<file path="src/rtl/lcd_byte_writer.sv">
// Sends command/data bytes to a 4-bit character LCD as two timed nibbles, high nibble first.
// Optional macro LCD_CLEAR_DELAY_EN stretches the post-byte gap for clear/home commands.
module lcd_byte_writer #(
  parameter int unsigned SETUP_CYC      = 2,
  parameter int unsigned E_HIGH_CYC     = 12,
  parameter int unsigned NIBBLE_GAP_CYC = 50,
  parameter int unsigned BYTE_GAP_CYC   = 2000,
  parameter int unsigned CLEAR_GAP_CYC  = 82000
) (
  input  logic       Clock,
  input  logic       Reset,
  input  logic       iInitDone,
  input  logic       iValid,
  input  logic [7:0] iData,
  input  logic       iRS,
  output logic       oReady,
  output logic       LCD_E,
  output logic       LCD_RS,
  output logic       LCD_RW,
  output logic [3:0] SF_DATA
);

  typedef enum logic [3:0] {
    IDLE,
    HI_SETUP,
    HI_PULSE,
    HI_HOLD,
    NIB_GAP,
    LO_SETUP,
    LO_PULSE,
    LO_HOLD,
    BYTE_GAP
  } state_t;

  localparam logic [16:0] SetupLast  = 17'(SETUP_CYC - 1);
  localparam logic [16:0] PulseLast  = 17'(E_HIGH_CYC - 1);
  localparam logic [16:0] NibGapLast = 17'(NIBBLE_GAP_CYC - 1);
  localparam logic [16:0] ByteLast   = 17'(BYTE_GAP_CYC - 1);
  localparam logic [16:0] ClearLast  = 17'(CLEAR_GAP_CYC - 1);

  state_t      state_q, state_d;
  logic [16:0] cnt_q, cnt_d;
  logic [7:0]  byte_q, byte_d;
  logic        rsLat_q, rsLat_d;
  logic        e_q, e_d;
  logic        rsOut_q, rsOut_d;
  logic [3:0]  sf_q, sf_d;
  logic        accept;
  logic        useClearGap;
  logic [16:0] gapLast;

  assign oReady = (state_q == IDLE) && iInitDone;
  assign accept = iValid && oReady;

`ifdef LCD_CLEAR_DELAY_EN
  assign useClearGap = !rsLat_q && (byte_q == 8'h01 || byte_q == 8'h02 || byte_q == 8'h03);
`else
  assign useClearGap = 1'b0;
`endif

  assign gapLast = useClearGap ? ClearLast : ByteLast;

  // Next state, counter and the registered pin values derived from the next state.
  always_comb begin
    state_d = state_q;
    cnt_d   = cnt_q + 17'd1;
    byte_d  = byte_q;
    rsLat_d = rsLat_q;
    case (state_q)
      IDLE: begin
        if (accept) begin
          state_d = HI_SETUP;
          byte_d  = iData;
          rsLat_d = iRS;
        end
      end
      HI_SETUP: if (cnt_q == SetupLast)  state_d = HI_PULSE;
      HI_PULSE: if (cnt_q == PulseLast)  state_d = HI_HOLD;
      HI_HOLD:                           state_d = NIB_GAP;
      NIB_GAP:  if (cnt_q == NibGapLast) state_d = LO_SETUP;
      LO_SETUP: if (cnt_q == SetupLast)  state_d = LO_PULSE;
      LO_PULSE: if (cnt_q == PulseLast)  state_d = LO_HOLD;
      LO_HOLD:                           state_d = BYTE_GAP;
      BYTE_GAP: if (cnt_q == gapLast)    state_d = IDLE;
      default:                           state_d = IDLE;
    endcase
    if (state_d != state_q || state_d == IDLE) begin
      cnt_d = 17'd0;
    end

    e_d     = (state_d == HI_PULSE) || (state_d == LO_PULSE);
    rsOut_d = (state_d inside {HI_SETUP, HI_PULSE, HI_HOLD, NIB_GAP,
                               LO_SETUP, LO_PULSE, LO_HOLD}) ? rsLat_d : 1'b0;
    case (state_d)
      HI_SETUP, HI_PULSE, HI_HOLD, NIB_GAP: sf_d = byte_d[7:4];
      LO_SETUP, LO_PULSE, LO_HOLD, BYTE_GAP: sf_d = byte_d[3:0];
      default:                               sf_d = sf_q;
    endcase
  end

  always_ff @(posedge Clock) begin
    if (Reset) begin
      state_q <= IDLE;
      cnt_q   <= 17'd0;
      byte_q  <= 8'h00;
      rsLat_q <= 1'b0;
      e_q     <= 1'b0;
      rsOut_q <= 1'b0;
      sf_q    <= 4'h0;
    end else begin
      state_q <= state_d;
      cnt_q   <= cnt_d;
      byte_q  <= byte_d;
      rsLat_q <= rsLat_d;
      e_q     <= e_d;
      rsOut_q <= rsOut_d;
      sf_q    <= sf_d;
    end
  end

  assign LCD_E   = e_q;
  assign LCD_RS  = rsOut_q;
  assign LCD_RW  = 1'b0;
  assign SF_DATA = sf_q;

endmodule
</file>
<file path="config.mk">
export PLATFORM = sky130hd
export DESIGN_NAME = lcd_byte_writer
export DESIGN_NICKNAME = d
export VERILOG_FILES = /design/src/rtl/lcd_byte_writer.sv
export SDC_FILE = /design/constraint.sdc
export NUM_CORES = 1
export LEC_CHECK = 0
export ABC_AREA = 1
export CORE_UTILIZATION = 37
export DETAILED_ROUTE_END_ITERATION = 10
export GPL_TIMING_DRIVEN = 0
export SETUP_SLACK_MARGIN = 0.3
export SLEW_MARGIN = 20
export SYNTH_ARGS = -nofsm -noshare
export SYNTH_HDL_FRONTEND = slang
export SYNTH_SLANG_ARGS = --single-unit
export TNS_END_PERCENT = 1
</file>
<file path="constraint.sdc">
create_clock -name Clock -period 4.2 [get_ports Clock]
set_input_delay 0.84 -clock Clock [delete_from_list [all_inputs] [get_ports Clock]]
set_output_delay 0.84 -clock Clock [all_outputs]
set_load 0.005 [all_outputs]
</file>
==> flow_summary.html, run 1 <==
<table>
<tr><th>Metric</th><th>Value</th></tr>
<tr><th colspan="2">Floorplan</th></tr>
<tr><td>Area inside the core boundary</td><td>approximately 0.0048 mm2</td></tr>
<tr><td>Die height</td><td>~73 um</td></tr>
<tr><td>Die width</td><td>roughly 73 um</td></tr>
<tr><td>Ports</td><td>21</td></tr>
<tr><td>Die area</td><td>around 0.0053 mm2</td></tr>
<tr><td>Number of cell rows</td><td>25</td></tr>
<tr><td>Effective utilization at floorplan</td><td>39.01%</td></tr>
<tr><th colspan="2">Synth</th></tr>
<tr><td>Cells after synthesis</td><td>251</td></tr>
<tr><td>Cell variety after synth</td><td>32</td></tr>
<tr><td>Cell types with the largest area share after synthesis</td><td>dfxtp_1, inv_1, nor2_1</td></tr>
<tr><td>Top flip-flop cell by instance count after synthesis</td><td>dfxtp_1</td></tr>
<tr><td>Xor/xnor share of the synthesized area</td><td>4.223%</td></tr>
<tr><td>Post-synthesis instance area</td><td>approximately 0.0019 mm2</td></tr>
<tr><td>Area share of the largest cell type after synthesis</td><td>between 30 and 40%</td></tr>
<tr><td>Number of synthesized flops with an enable pin</td><td>0</td></tr>
<tr><td>Async set-or-reset flop fraction in the synthesized netlist</td><td>0%</td></tr>
<tr><td>Simple logic cell fraction of the synthesized area</td><td>around 37%</td></tr>
<tr><td>Net count of the mapped netlist</td><td>266</td></tr>
<tr><td>Post-synthesis share of cell area spent on full adders, half adders and majority gates</td><td>around 1.3%</td></tr>
<tr><td>Share of the synthesized area in compound gates (AO/OA/AOI/OAI)</td><td>8.244%</td></tr>
<tr><td>Number of register bits inferred by synthesis</td><td>36</td></tr>
<tr><td>Cell accounting for the most synthesized area</td><td>dfxtp_1</td></tr>
<tr><td>Synth warnings</td><td>0</td></tr>
<tr><td>Mux contribution to synthesized area</td><td>0%</td></tr>
<tr><td>Largest family of logic cells by synthesized area</td><td>simple AND/OR/NAND/NOR gates</td></tr>
<tr><td>Avg Inst Size Synth</td><td>around 7.4 um2</td></tr>
<tr><td>Most used standard cell by instance count after synthesis</td><td>inv_1</td></tr>
<tr><td>Sequential-to-total area share from yosys stat</td><td>38.61%</td></tr>
<tr><td>Most frequent cells after synthesis</td><td>inv_1, nor2_1, dfxtp_1</td></tr>
<tr><th colspan="2">Setup path</th></tr>
<tr><td>Crit path DAT</td><td>~2.0 ns</td></tr>
<tr><td>Crit. Startpoint</td><td>iInitDone</td></tr>
<tr><td>Required time reported for the critical path endpoint</td><td>about 3.4 ns</td></tr>
<tr><td>End point of the critical path</td><td>oReady</td></tr>
<tr><td>Path depth of the worst reg2reg path</td><td>9</td></tr>
<tr><td>Worst R2R Start</td><td>cnt_q[0]</td></tr>
<tr><td>Critical R2R Capture</td><td>cnt_q[9]</td></tr>
<tr><td>Worst Path Class, Setup</td><td>in2out</td></tr>
<tr><td>Element type at the critical path end</td><td>output port</td></tr>
<tr><td>Category of the worst setup path launch point</td><td>primary input</td></tr>
<tr><td>Reg-to-reg setup timing slack</td><td>between 2 and 2.5 ns</td></tr>
<tr><td>Worst-path maximum fanout</td><td>2</td></tr>
<tr><th colspan="2">Global route</th></tr>
<tr><td>Total GRT Usage</td><td>15.57%</td></tr>
<tr><td>Initial antenna violation count</td><td>0</td></tr>
<tr><td>Sum of overflow across all layers after global routing</td><td>0</td></tr>
<tr><td>First-pass GRT wire length</td><td>6.375 mm</td></tr>
<tr><td>Maximum number of pins on one net before global-route repair</td><td>12</td></tr>
<tr><td>Via count of the first global-routing pass</td><td>1463</td></tr>
<tr><th colspan="2">Timing</th></tr>
<tr><td>Final critical delay including setup and external delays</td><td>between 2 and 3 ns</td></tr>
<tr><td>Max Clk Rate</td><td>approximately 350 MHz</td></tr>
<tr><td>Worst Clk Skew</td><td>roughly 0.012 ns</td></tr>
<tr><td>Final hold violation count</td><td>0</td></tr>
<tr><td>Max-slew violation total from the final report</td><td>0</td></tr>
<tr><td>Final period utilization</td><td>just under 70%</td></tr>
<tr><td>Setup repair after global routing missed its margin</td><td>no</td></tr>
<tr><td>Final sum of negative setup slack</td><td>0 ns</td></tr>
<tr><td>Final setup margin</td><td>approximately 1.4 ns</td></tr>
<tr><td>Total setup violations reported at the end of the flow</td><td>0</td></tr>
<tr><th colspan="2">Clocking</th></tr>
<tr><td>Hold_buf cts</td><td>0</td></tr>
<tr><td>Clock Pin Slew Worst Setup and Hold Paths</td><td>0.07 ns</td></tr>
<tr><td>TritonCTS buffer count</td><td>5</td></tr>
<tr><td>Clock insertion delay at the later pin of the skew report</td><td>0.28 ns</td></tr>
<tr><td>Maximum clock path buffer count</td><td>2</td></tr>
<tr><td>Post-CTS resize count</td><td>0</td></tr>
<tr><td>H-Tree Level Count</td><td>2</td></tr>
<tr><td>TritonCTS Sinks</td><td>36</td></tr>
<tr><td>TritonCTS clock tree</td><td>built</td></tr>
<tr><td>Clk root buf</td><td>clkbuf_8</td></tr>
<tr><td>Setup fix buffers added after clock tree synthesis</td><td>0</td></tr>
<tr><th colspan="2">Finish</th></tr>
<tr><td>Net count of the finished layout</td><td>a little under 300</td></tr>
<tr><td>Share of cells above drive strength 1</td><td>17.27%</td></tr>
<tr><td>Synthesis-to-layout area growth</td><td>19.64%</td></tr>
<tr><td>Diodes inserted</td><td>0</td></tr>
<tr><th colspan="2">Run</th></tr>
<tr><td>Max-Cap Viols</td><td>0</td></tr>
<tr><th colspan="2">Run status</th></tr>
<tr><td>Status</td><td>complete, no violations</td></tr>
<tr><th colspan="2">Power and ir drop</th></tr>
<tr><td>Cell-internal power</td><td>0.0005418 W</td></tr>
<tr><td>Switching power of the nets</td><td>about 0.00018 W</td></tr>
<tr><td>Logic gate share of total power</td><td>between 10% and 20%</td></tr>
<tr><td>Max IR drop VDD</td><td>about 0.27 mV</td></tr>
<tr><td>Clock network fraction of design power</td><td>34.7%</td></tr>
<tr><td>Total leakage power</td><td>0.9482 nW</td></tr>
<tr><td>Power density over cell area</td><td>approximately 320 mW/mm2</td></tr>
<tr><td>Sequential fraction of design power</td><td>50.1%</td></tr>
<tr><td>Switching power as a share of total power</td><td>between 20% and 30%</td></tr>
<tr><th colspan="2">Routing</th></tr>
<tr><td>Number of nets with antenna violations after detailed routing</td><td>0</td></tr>
<tr><td>Total wire length</td><td>between 3 and 4 mm</td></tr>
<tr><td>Vias after detailed routing</td><td>1588</td></tr>
<tr><td>DRT iter0 DRCs</td><td>89</td></tr>
<tr><td>DRC violation count after routing</td><td>0</td></tr>
<tr><td>Average detailed-routed wire length per instance</td><td>between 10 and 15 um</td></tr>
<tr><td>Router iterations before antenna repair</td><td>4</td></tr>
<tr><td>Via count normalized by instance count</td><td>~4.6</td></tr>
<tr><th colspan="2">Hold path</th></tr>
<tr><td>Worst hold path type</td><td>reg2reg</td></tr>
<tr><th colspan="2">Placed design</th></tr>
<tr><td>Post-placement worst setup slack</td><td>approximately 1.4 ns</td></tr>
<tr><td>Count of port buffers added during placement</td><td>19</td></tr>
<tr><td>Gp weighted congestion</td><td>a little under 0.8</td></tr>
<tr><td>Final HPWL DP</td><td>2.761 mm</td></tr>
</table>
[cell type report]
type / instances / area, um2
multi-input cells: 170 / 958.4
fillers: 492 / 2552
inverters: 41 / 153.9
clock buffers: 6 / 82.58
well taps: 67 / 83.83
plain buffers: 4 / 33.78
clock inverters: 2 / 10.01
flip-flops and latches: 36 / 720.7
repair buffers: 19 / 190.2
[cells in the final DEF, fill, tap and decap left out, types with 3 or more instances in the layout]
| master | netlist | routed |
|---|---|---|
| dfxtp_1 | 36 | 36 |
| nor4_1 | 3 | 3 |
| nand4_1 | 3 | 3 |
| inv_1 | 38 | 38 |
| clkdlybuf4s50_1 | 0 | 19 |
| xor2_1 | 7 | 7 |
| o21a_1 | 8 | 8 |
| nand3_1 | 18 | 18 |
| inv_2 | 3 | 3 |
| nor2_1 | 37 | 37 |
| nand2_1 | 33 | 33 |
| nor3_1 | 6 | 6 |
| nor2_2 | 14 | 14 |
| o21ai_0 | 7 | 7 |
| or2_1 | 4 | 4 |
| or2_2 | 5 | 5 |
| clkbuf_8 | 0 | 6 |
| a21oi_1 | 5 | 5 |
[layer usage]
metal | GRT usage, % | vias to the layer above | wire (um)
met5 | 0 | - | 0
met3 | 4.144 | 2 | 112
met2 | 24.18 | 25 | 1647
met1 | 20.58 | 726 | 1933
met4 | 5.882 | 0 | 27
li1 | - | 835 | -
[worst max-delay path: stages]
cell and delay (ns):
clkdlybuf4s50_1 0.46, nand2_1 0.06, nor2_2 0.13, clkdlybuf4s50_1 0.51
[cell families after synthesis]
| logic type | count (synthesis) |
|---|---|
| compound gates | 23 |
| xor+xnor | 9 |
| fa+ha+maj | 2 |
| buf+inv | 45 |
| flops | 36 |
| other cells | 1 |
| simple gates | 135 |
[state kept, by name, indices dropped and copies added, names as in the netlist]
name / cells
cnt_q: 17
byte_q: 8
SF_DATA: 4
state_q: 4
LCD_E: 1
LCD_RS: 1
rsLat_q: 1
[metrics by stage]
stage	total power [W]	hold WS [ns]	area (um2)	util, %	std cells
global placement	0.0004823	0.4766	2141	44.73	337
finish	0.0007256	0.4912	2233	46.67	345
floorplan	0.0004413	0.4537	1867	-	251
CTS	0.0007375	0.4915	2233	46.67	345
detailed placement	0.0004824	0.4797	2141	44.73	337
global route	0.0007632	0.5183	2233	46.67	345
[worst min-delay path by stage]
stage	start	end	slack, ns	depth (start not counted)
CTS	rsLat_q	rsLat_q	0.49	2
global route	cnt_q[0]	cnt_q[0]	0.52	1
global placement	cnt_q[0]	cnt_q[0]	0.48	1
detailed placement	rsLat_q	rsLat_q	0.48	2
finish	rsLat_q	rsLat_q	0.49	2
floorplan	cnt_q[0]	cnt_q[0]	0.45	1
[power groups by stage]
stage	clock (W)	combinational, W	sequential [W]
6_report	0.000251	0.000110	0.000364
5_1_grt	0.000274	0.000123	0.000366
4_1_cts	0.000262	0.000112	0.000364
3_5_place_dp	0	0.000111	0.000371
3_3_place_gp	0	0.000111	0.000371
2_1_floorplan	0	0.0000710	0.000370
Note: power is estimated with default switching activity, not from simulation.
==> run 2: changes to the inputs <==
==> constraint.sdc (replaced) <==
create_clock -name Clock -period 2.7 [get_ports Clock]
set_input_delay 0.54 -clock Clock [delete_from_list [all_inputs] [get_ports Clock]]
set_output_delay 0.54 -clock Clock [all_outputs]
set_load 0.005 [all_outputs]
==> results of run 2 <==
The final DEF is identical to that of run 1. Status: complete, no violations.
Main changes from that run: setup slack after placement 1.364 ns -> 0.4641 ns; setup slack after layout 1.362 ns -> 0.4625 ns; register-to-register setup slack 2.26 ns -> 0.76 ns; total power 0.0007256 W -> 0.001129 W; worst IR drop on VDD 0.2699 mV -> 0.4199 mV
==> run 3: changes to the inputs <==
==> constraint.sdc (replaced) <==
create_clock -name Clock -period 1.9 [get_ports Clock]
set_input_delay 0.38 -clock Clock [delete_from_list [all_inputs] [get_ports Clock]]
set_output_delay 0.38 -clock Clock [all_outputs]
set_load 0.005 [all_outputs]
==> flow_summary.html, run 3 (synthesis results as in run 1) <==
<table>
<tr><th>Metric</th><th>Value</th></tr>
<tr><th colspan="2">Finish</th></tr>
<tr><td>Leading cell types in the layout, fill and taps excluded</td><td>inv_1, nor2_1, dfxtp_1, nand2_1, clkdlybuf4s50_1</td></tr>
<tr><td>Final Cell Area</td><td>between 0.002 and 0.003 mm2</td></tr>
<tr><td>Number of flip-flops under the largest register name</td><td>17</td></tr>
<tr><td>Synthesis-to-layout area growth</td><td>33.98%</td></tr>
<tr><td>Top flop regs</td><td>cnt_q: 17 flops, byte_q: 8 flops</td></tr>
<tr><td>Most frequent standard cell in the layout excluding fill and tap cells</td><td>inv_1</td></tr>
<tr><td>Diodes inserted</td><td>0</td></tr>
<tr><td>Net count of the finished layout</td><td>around 310</td></tr>
<tr><td>Biggest register</td><td>cnt_q</td></tr>
<tr><td>Share of cells above drive strength 1</td><td>between 30% and 40%</td></tr>
<tr><td>Final non-filler cell total</td><td>around 360</td></tr>
<tr><th colspan="2">Timing</th></tr>
<tr><td>Tightest hold margin</td><td>about 0.49 ns</td></tr>
<tr><td>Final period utilization</td><td>93.29%</td></tr>
<tr><td>Final hold violation count</td><td>0</td></tr>
<tr><td>Final critical delay including setup and external delays</td><td>about 1.8 ns</td></tr>
<tr><td>Max Clk Rate</td><td>around 560 MHz</td></tr>
<tr><td>Max-slew violation total from the final report</td><td>0</td></tr>
<tr><td>Setup repair after global routing missed its margin</td><td>yes</td></tr>
<tr><td>Final setup margin</td><td>between 0.1 and 0.15 ns</td></tr>
<tr><td>Total setup violations reported at the end of the flow</td><td>0</td></tr>
<tr><td>Worst Clk Skew</td><td>around 0.0037 ns</td></tr>
<tr><th colspan="2">Placed design</th></tr>
<tr><td>Count of port buffers added during placement</td><td>19</td></tr>
<tr><td>Gp weighted congestion</td><td>approximately 0.77</td></tr>
<tr><td>Post-placement worst setup slack</td><td>-0.1486 ns</td></tr>
<tr><td>Final HPWL DP</td><td>approximately 2.7 mm</td></tr>
<tr><td>Dpl cell area</td><td>roughly 0.0021 mm2</td></tr>
<tr><td>Number of cells in the design after placement</td><td>approximately 340</td></tr>
<tr><th colspan="2">Setup path</th></tr>
<tr><td>Crit path DAT</td><td>roughly 2.0 ns</td></tr>
<tr><td>Category of the worst setup path launch point</td><td>flop</td></tr>
<tr><td>Element type at the critical path end</td><td>flop</td></tr>
<tr><td>Worst Path Class, Setup</td><td>reg2reg</td></tr>
<tr><td>Worst-path maximum fanout</td><td>5</td></tr>
<tr><td>Crit. Startpoint</td><td>cnt_q[0]</td></tr>
<tr><td>Worst R2R Start</td><td>cnt_q[0]</td></tr>
<tr><td>Required time reported for the critical path endpoint</td><td>2.10 ns</td></tr>
<tr><th colspan="2">Global route</th></tr>
<tr><td>Via count of the first global-routing pass</td><td>1432</td></tr>
<tr><td>Total GRT Usage</td><td>approximately 16%</td></tr>
<tr><td>First-pass GRT wire length</td><td>roughly 6.4 mm</td></tr>
<tr><td>Maximum number of pins on one net before global-route repair</td><td>11</td></tr>
<tr><td>Initial antenna violation count</td><td>0</td></tr>
<tr><td>Sum of overflow across all layers after global routing</td><td>0</td></tr>
<tr><th colspan="2">Floorplan</th></tr>
<tr><td>Effective utilization at floorplan</td><td>between 30% and 40%</td></tr>
<tr><td>Die area</td><td>0.005333 mm2</td></tr>
<tr><td>Die height</td><td>roughly 73 um</td></tr>
<tr><td>Area inside the core boundary</td><td>approximately 0.0048 mm2</td></tr>
<tr><td>Number of cell rows</td><td>25</td></tr>
<tr><td>Ports</td><td>21</td></tr>
<tr><td>Die width</td><td>~73 um</td></tr>
<tr><th colspan="2">Power and ir drop</th></tr>
<tr><td>Max IR drop VDD</td><td>between 0.4 and 0.5 mV</td></tr>
<tr><td>Total leakage power</td><td>about 1.1 nW</td></tr>
<tr><td>Power density over cell area</td><td>between 600 and 700 mW/mm2</td></tr>
<tr><td>Overall power consumption</td><td>about 0.0016 W</td></tr>
<tr><th colspan="2">Clocking</th></tr>
<tr><td>Clock Pin Slew Worst Setup and Hold Paths</td><td>approximately 0.060 ns</td></tr>
<tr><td>TritonCTS buffer count</td><td>5</td></tr>
<tr><td>TritonCTS clock tree</td><td>built</td></tr>
<tr><td>H-Tree Level Count</td><td>2</td></tr>
<tr><td>Hold_buf cts</td><td>0</td></tr>
<tr><td>Clock insertion delay at the later pin of the skew report</td><td>0.29 ns</td></tr>
<tr><td>Maximum clock path buffer count</td><td>2</td></tr>
<tr><td>TritonCTS Sinks</td><td>36</td></tr>
<tr><td>Clk root buf</td><td>clkbuf_8</td></tr>
<tr><th colspan="2">Routing</th></tr>
<tr><td>Router iterations before antenna repair</td><td>4</td></tr>
<tr><td>Total wire length</td><td>3.935 mm</td></tr>
<tr><td>Number of nets with antenna violations after detailed routing</td><td>0</td></tr>
<tr><td>Vias after detailed routing</td><td>between 1500 and 2000</td></tr>
<tr><td>DRC violation count after routing</td><td>0</td></tr>
<tr><td>DRT iter0 DRCs</td><td>67</td></tr>
<tr><td>Via count normalized by instance count</td><td>approximately 4.5</td></tr>
<tr><td>Average detailed-routed wire length per instance</td><td>approximately 11 um</td></tr>
<tr><th colspan="2">Hold path</th></tr>
<tr><td>Worst hold path type</td><td>reg2reg</td></tr>
<tr><td>Launch point of the worst hold path</td><td>rsLat_q</td></tr>
<tr><th colspan="2">Run status</th></tr>
<tr><td>Status</td><td>complete, no violations</td></tr>
<tr><th colspan="2">Run</th></tr>
<tr><td>Max-Cap Viols</td><td>0</td></tr>
</table>
run 3: changes by cell type in the layout (fill, tap and decap cells not counted), moves of 3 or more:
cell | before | now
nand2_1 | 33 | 25
nand2_4 | 2 | 5
nor2_1 | 37 | 32
inv_1 | 38 | 35
nand3_1 | 18 | 15
nor2_4 | 1 | 4
dfxtp_2 | 0 | 9
buf_4 | 1 | 12
o21ai_0 | 7 | 4
nand2_2 | 2 | 7
o21ai_1 | 0 | 3
dfxtp_1 | 36 | 25
run 3: final cells by class:
cell class,instances,area [um2]
well taps,67,83.83
plain buffers,4,42.54
multi-input cells,170,1091
fillers,474,2285
repair buffers,33,319.1
flip-flops and latches,36,739.5
inverters,41,156.4
clock buffers,5,68.82
run 3: power breakdown:
group	internal, W	switching, W
logic	0.000164	0.000146
clock network	0.000236	0.000247
registers	0.000788	0.0000159
total	0.00119	0.000409
run 3: path summary, 6_finish.rpt:
path         endpoint  slack (ns)  cells past startpoint
max          cnt_q[5]        0.13                     11
min           rsLat_q        0.49                      2
min reg2reg   rsLat_q        0.49                      2
max reg2reg  cnt_q[5]        0.13                     11
run 3: routing by layer:
metal / share of wire [%] / global-route usage (%)
met1: 51 / 21.44
met2: 44 / 23.56
met5: 0 / 0
met4: 1.4 / 5.882
met3: 3.1 / 4.558
run 3: worst max-delay path, stage by stage (launching register included):
cell     delay, ns
dfxtp_4       0.36
ha_4          0.18
nand3_4       0.12
nor2_1        0.06
nand3_1       0.11
nand2_4       0.09
o21ai_2       0.11
nand3_1       0.09
nor2_2        0.17
nand2_4       0.11
buf_4         0.16
nor3_1        0.14
run 3: through the flow:
step	utilization, %	TNS [ns]
finish	52.26	0
global route	52.26	0
CTS	48.29	0
detailed placement	44.89	-1.437
global placement	44.89	-1.600
floorplan	-	0
run 3: what timing repair did:
action	in CTS	in global routing
setup buffers	8	5
endpoints found under the setup margin	26	31
gates resized for setup	10	43
pin swaps	5	12
cloned	0	1
